==> src/rtl/spi_master_ctrl.sv <==
// SPI mode-0 initiator, MSB first, one fixed-length full-duplex packet per request.
// Optional recv_parity output is enabled with `define SPI_MASTER_CTRL_PARITY_EN.
module spi_master_ctrl #(
  parameter int NBITS   = 20,
  parameter int CLK_DIV = 4
) (
  input  logic             clk,
  input  logic             reset,
  input  logic             send_val,
  output logic             send_rdy,
  input  logic [NBITS-1:0] send_msg,
  output logic             recv_val,
  input  logic             recv_rdy,
  output logic [NBITS-1:0] recv_msg,
  output logic             cs,
  output logic             sclk,
  output logic             mosi,
  input  logic             miso
`ifdef SPI_MASTER_CTRL_PARITY_EN
  ,
  output logic             recv_parity
`endif
);

  localparam int PW = $clog2(CLK_DIV + 1);
  localparam int BW = $clog2(NBITS + 1);

  typedef enum logic [2:0] {GAP, IDLE, SETUP, HIGH, LOW, DONE} state_t;

  state_t           state;
  logic [PW-1:0]    phase_cnt;
  logic [BW-1:0]    bit_cnt;
  logic [NBITS-1:0] tx;
  logic [NBITS-1:0] rx;

  logic             phase_end;
  logic [NBITS-1:0] tx_shift;
  logic [NBITS-1:0] rx_shift;

  // The cast keeps the shift legal for NBITS == 1.
  always_comb begin
    phase_end = (phase_cnt == PW'(1));
    tx_shift  = tx << 1;
    rx_shift  = NBITS'({rx, miso});
  end

  always_ff @(posedge clk) begin
    if (reset) begin
      state     <= GAP;
      phase_cnt <= PW'(CLK_DIV);
      bit_cnt   <= '0;
      tx        <= '0;
      rx        <= '0;
      cs        <= 1'b1;
      sclk      <= 1'b0;
      mosi      <= 1'b0;
      send_rdy  <= 1'b0;
      recv_val  <= 1'b0;
      recv_msg  <= '0;
`ifdef SPI_MASTER_CTRL_PARITY_EN
      recv_parity <= 1'b0;
`endif
    end else begin
      case (state)
        GAP: begin
          if (phase_end) begin
            state    <= IDLE;
            send_rdy <= 1'b1;
          end else begin
            phase_cnt <= phase_cnt - PW'(1);
          end
        end
        IDLE: begin
          if (send_val && send_rdy) begin
            state     <= SETUP;
            send_rdy  <= 1'b0;
            tx        <= send_msg;
            bit_cnt   <= BW'(NBITS);
            phase_cnt <= PW'(CLK_DIV);
            cs        <= 1'b0;
            mosi      <= send_msg[NBITS-1];
          end
        end
        SETUP: begin
          if (phase_end) begin
            state     <= HIGH;
            sclk      <= 1'b1;
            phase_cnt <= PW'(CLK_DIV);
          end else begin
            phase_cnt <= phase_cnt - PW'(1);
          end
        end
        HIGH: begin
          if (phase_end) begin
            state     <= LOW;
            rx        <= rx_shift;
            tx        <= tx_shift;
            bit_cnt   <= bit_cnt - BW'(1);
            sclk      <= 1'b0;
            mosi      <= tx_shift[NBITS-1];
            phase_cnt <= PW'(CLK_DIV);
          end else begin
            phase_cnt <= phase_cnt - PW'(1);
          end
        end
        LOW: begin
          // Last LOW phase doubles as cs hold time; mosi is already 0 from the zero-filled tx.
          if (phase_end) begin
            phase_cnt <= PW'(CLK_DIV);
            if (bit_cnt != '0) begin
              state <= HIGH;
              sclk  <= 1'b1;
            end else begin
              state    <= DONE;
              cs       <= 1'b1;
              mosi     <= 1'b0;
              recv_val <= 1'b1;
              recv_msg <= rx;
`ifdef SPI_MASTER_CTRL_PARITY_EN
              recv_parity <= ^rx;
`endif
            end
          end else begin
            phase_cnt <= phase_cnt - PW'(1);
          end
        end
        DONE: begin
          if (recv_rdy) begin
            state     <= GAP;
            recv_val  <= 1'b0;
            phase_cnt <= PW'(CLK_DIV);
          end
        end
        default: begin
          state     <= GAP;
          phase_cnt <= PW'(CLK_DIV);
        end
      endcase
    end
  end

endmodule

==> config.mk <==
export PLATFORM = sky130hd
export DESIGN_NAME = spi_master_ctrl
export DESIGN_NICKNAME = d
export VERILOG_FILES = /design/src/rtl/spi_master_ctrl.sv
export SDC_FILE = /design/constraint.sdc
export NUM_CORES = 1
export LEC_CHECK = 0
export BUFFER_PORTS_ARGS = -buffer_cell sky130_fd_sc_hd__buf_2
export CAP_MARGIN = 20
export CELL_PAD_IN_SITES_DETAIL_PLACEMENT = 1
export CELL_PAD_IN_SITES_GLOBAL_PLACEMENT = 2
export CORE_UTILIZATION = 33
export CTS_CLUSTER_SIZE = 24
export DETAILED_ROUTE_END_ITERATION = 10
export PLACE_DENSITY_LB_ADDON = 0.15
export SYNTH_ARGS = -nofsm -noshare
export SYNTH_HDL_FRONTEND = slang
export SYNTH_SLANG_ARGS = --single-unit
export TNS_END_PERCENT = 10
==> constraint.sdc <==
create_clock -name clk -period 2.1 [get_ports clk]
set_input_delay 0.315 -clock clk [delete_from_list [all_inputs] [get_ports clk]]
set_output_delay 0.315 -clock clk [all_outputs]
set_load 0.01 [all_outputs]
==> results.ini <==
[outcome]
run_status = completed

[placed_design]
place_congestion = 0.769
dp_cells = 566
dp_hpwl_um = 5700
place.port_buffers = 49

[drt]
detail-route-antenna-nets = 0
highest_layer = met4
drt-wirelength-per-cell_um = 14.3
detailedRoute.firstIterationViolations = 91
wl_met1_um = 4240
route.detailed.vias_per_inst = 5.11
detail_route.wirelength_um = 8310
detailroute.wirelength.met2_um = 3730
drt-pass1-iter-count = 4
vias = 2969
drc_errors = 0
met3_wirelength_um = 206

[sta]
timing.slew.headroom_pct = 68.9
finalClockSkew_ps = 12.9
finalCritPeriodShare_pct = 87.4
final-setup-viol-count = 0
slew_violations = 0
worst_slew_pin_slew_ps = 467
post-route-min-period_ps = 1830
setup-tns-final_ps = 0
fmaxAchievable_mhz = 545
finalHoldViolations = 0
rsz0062_at_grt = false

[floorplan]
chipWidth_um = 101
die-area_um2 = 10200
floorplan.initialDensity_pct = 34.7
rows = 35
pin_count = 50
core_area_um2 = 9370
die_height_um = 101

[setup_path]
critPathArrivalTime_ps = 2070
startpoint_type = flop
critical_path_required_ps = 2340
timing.critical_path.slowest_cell_delay_ps = 520
r2r_start = phase_cnt[0]
reg2reg_setup_slack_ps = 270
reg2reg_depth = 5
critical-path-top-delay-family = simple AND/OR/NAND/NOR gates
timing.critical_path.cells = ha_1 -> or4b_4 -> a21oi_4 -> nor4b_1 -> a211o_1
timing.critical_path.fanout_max = 6
timing.critical_path.buf_inv = 0
r2r_end = phase_cnt[2]
setup.worst_path.class = reg -> reg
crit_path_top_delay_cell = or4b_4
crit_end_element = flop

[power]
power_switching_share_pct = 29.9
p_int_w = 0.00243
part_of_the_total_power_dissipated_in_sequential_elements_pct = 44.5
power_switching_w = 0.00104
clock_power_share_pct = 35.6
power_per_cell_area_nw_per_um2 = 898
comb_power_share_pct = 19.9
peakVddDrop_uv = 412
p_leak_nw = 1.42

[logic_synthesis]
mappedNetlistArea_um2 = 3250
post_synth_main_area_contributors = dfxtp_1, nand2_1, a21oi_1
synthesis.area_per_instance_um2 = 8.08
postSynthNetCount = 430
synth-warning-count = 0
synth-main-ff-cell = dfxtp_1
synth.most_common_cell = nand2_1
synth_common_cells = nand2_1, dfxtp_1, a21oi_1
synth-seq-area-share_pct = 46.2
share_of_flip_flops_with_an_asynchronous_set_or_reset_pct = 0
post_synth_inst_count = 402
synth.ff_latch_count = 75
synth_area_leader = dfxtp_1
post_synth_num_cell_types = 50
yosys.area.top_type_share_pct = 46.2
synth_enable_flop_cells = 0

[global_route]
maximum_number_of_pins_on_one_net_before_global_route_repair = 37
antenna_found_initial = 0
grt_pass1_vias = 2878
grt_first_pass_wirelength_um = 14100
groute.usage.overall_pct = 17.7
grt_remaining_overflow = 0

[cts]
ctsLongestPathBuffers = 2
clk-insertion-delay-late_ps = 350
htree_depth = 3
ctsRootBufferMaster = clkbuf_8
post-cts-setup-buffers = 0
tritoncts = built
clk_pin_slew_worst_paths_ps = 80
cts_made_buffers = 9
post_cts_resized = 0
clock-sinks = 75
holdBufCountCts = 0

[hold_path]
worst_hold_path_type = in -> reg
hold_path.startpoint = miso
worst_min_delay_path_endpoint = rx[0]
worstHoldPathCells = 3

[final_layout]
areaGrowthSynthToFinish_pct = 18.7
antenna-diode-count = 0
nets = 476
share_of_final_layout_standard_cells_stronger_than_drive_strength_1_pct = 20.1
layout.cells.non_filler = 581

[flow_run]
max_cap_viol_count = 0

routing by layer:
metal	vias to the layer above	GRT usage, %
li1	1484	-
met1	1433	24.6
met2	40	27.3
met3	12	2.76
met4	0	7.36
met5	-	0
metrics by stage:
step	hold slack, ps	instance area (um2)	power, W	worst slack [ps]	utilization (%)
final	198	3850	0.00346	265	41.1
after global routing	215	3850	0.00365	89.3	41.1
after CTS	191	3850	0.00351	255	41.1
after detailed placement	442	3640	0.00227	271	38.9
after global placement	436	3640	0.00224	364	38.9
after floorplan	437	3250	0.00203	455	-
worst max path at each step:
stage / start / to / slack, ps / depth (start not counted)
detailed placement: phase_cnt[0] / phase_cnt[2] / 270 / 5
global placement: phase_cnt[1] / phase_cnt[2] / 360 / 6
finish: phase_cnt[0] / phase_cnt[2] / 270 / 5
CTS: phase_cnt[0] / phase_cnt[2] / 250 / 5
global route: phase_cnt[0] / tx[11] / 90 / 6
floorplan: phase_cnt[1] / phase_cnt[2] / 450 / 6
worst register-to-register path, cell delays in order (launching register included):
cell     delay [ps]
dfxtp_1         380
ha_1            290
or4b_4          520
a21oi_4         200
nor4b_1          70
a211o_1         270
layout make-up:
cell class                      count  area [um2]
Clock buffer                        9         124
Clock inverter                      6        90.1
Fill cell                        1179        5520
Inverter                            6        22.5
Multi-Input combinational cell    289        1550
Sequential cell                    75        1500
Tap cell                          129         161
Timing Repair Buffer               67         405
power by group through the flow:
stage	registers [W]	logic [W]	clock network, W
floorplan	0.00157	0.000465	0
global placement	0.00157	0.000674	0
detailed placement	0.00158	0.000693	0
CTS	0.00154	0.000698	0.00127
global route	0.00155	0.000774	0.00132
finish	0.00154	0.000689	0.00123
cells in the final DEF, fill, tap and decap left out, types with 4 or more instances in the layout:
| master | count |
|---|---|
| a21oi_1 | 53 |
| a311oi_1 | 18 |
| a31oi_1 | 4 |
| buf_2 | 49 |
| buf_4 | 16 |
| clkbuf_8 | 9 |
| dfxtp_1 | 75 |
| inv_1 | 5 |
| nand2_1 | 103 |
| nand2b_1 | 6 |
| nand3_1 | 20 |
| nor2_1 | 25 |
| nor3_1 | 6 |
| o21ai_0 | 7 |
cell families (layout without fill, tap and decap cells):
group | count (synthesis) | in the layout | synth area share (%)
buffers and inverters | 38 | 88 | 6.05
AND/OR/NAND/NOR | 183 | 183 | 26.0
XOR/XNOR | 2 | 2 | 0.539
flip-flops | 75 | 75 | 46.2
adder cells (fa/ha/maj) | 3 | 3 | 1.16
AO/OA/AOI/OAI | 101 | 101 | 20.1
state kept, by name, summed over array words and instances, names as in the netlist:
signal and cells:
sclk 1, mosi 1, recv_msg 20, phase_cnt 3
state 3, send_rdy 1, bit_cnt 5, rx 20
recv_val 1, tx 19, cs 1
No activity file was read; power rests on OpenSTA's default activity.
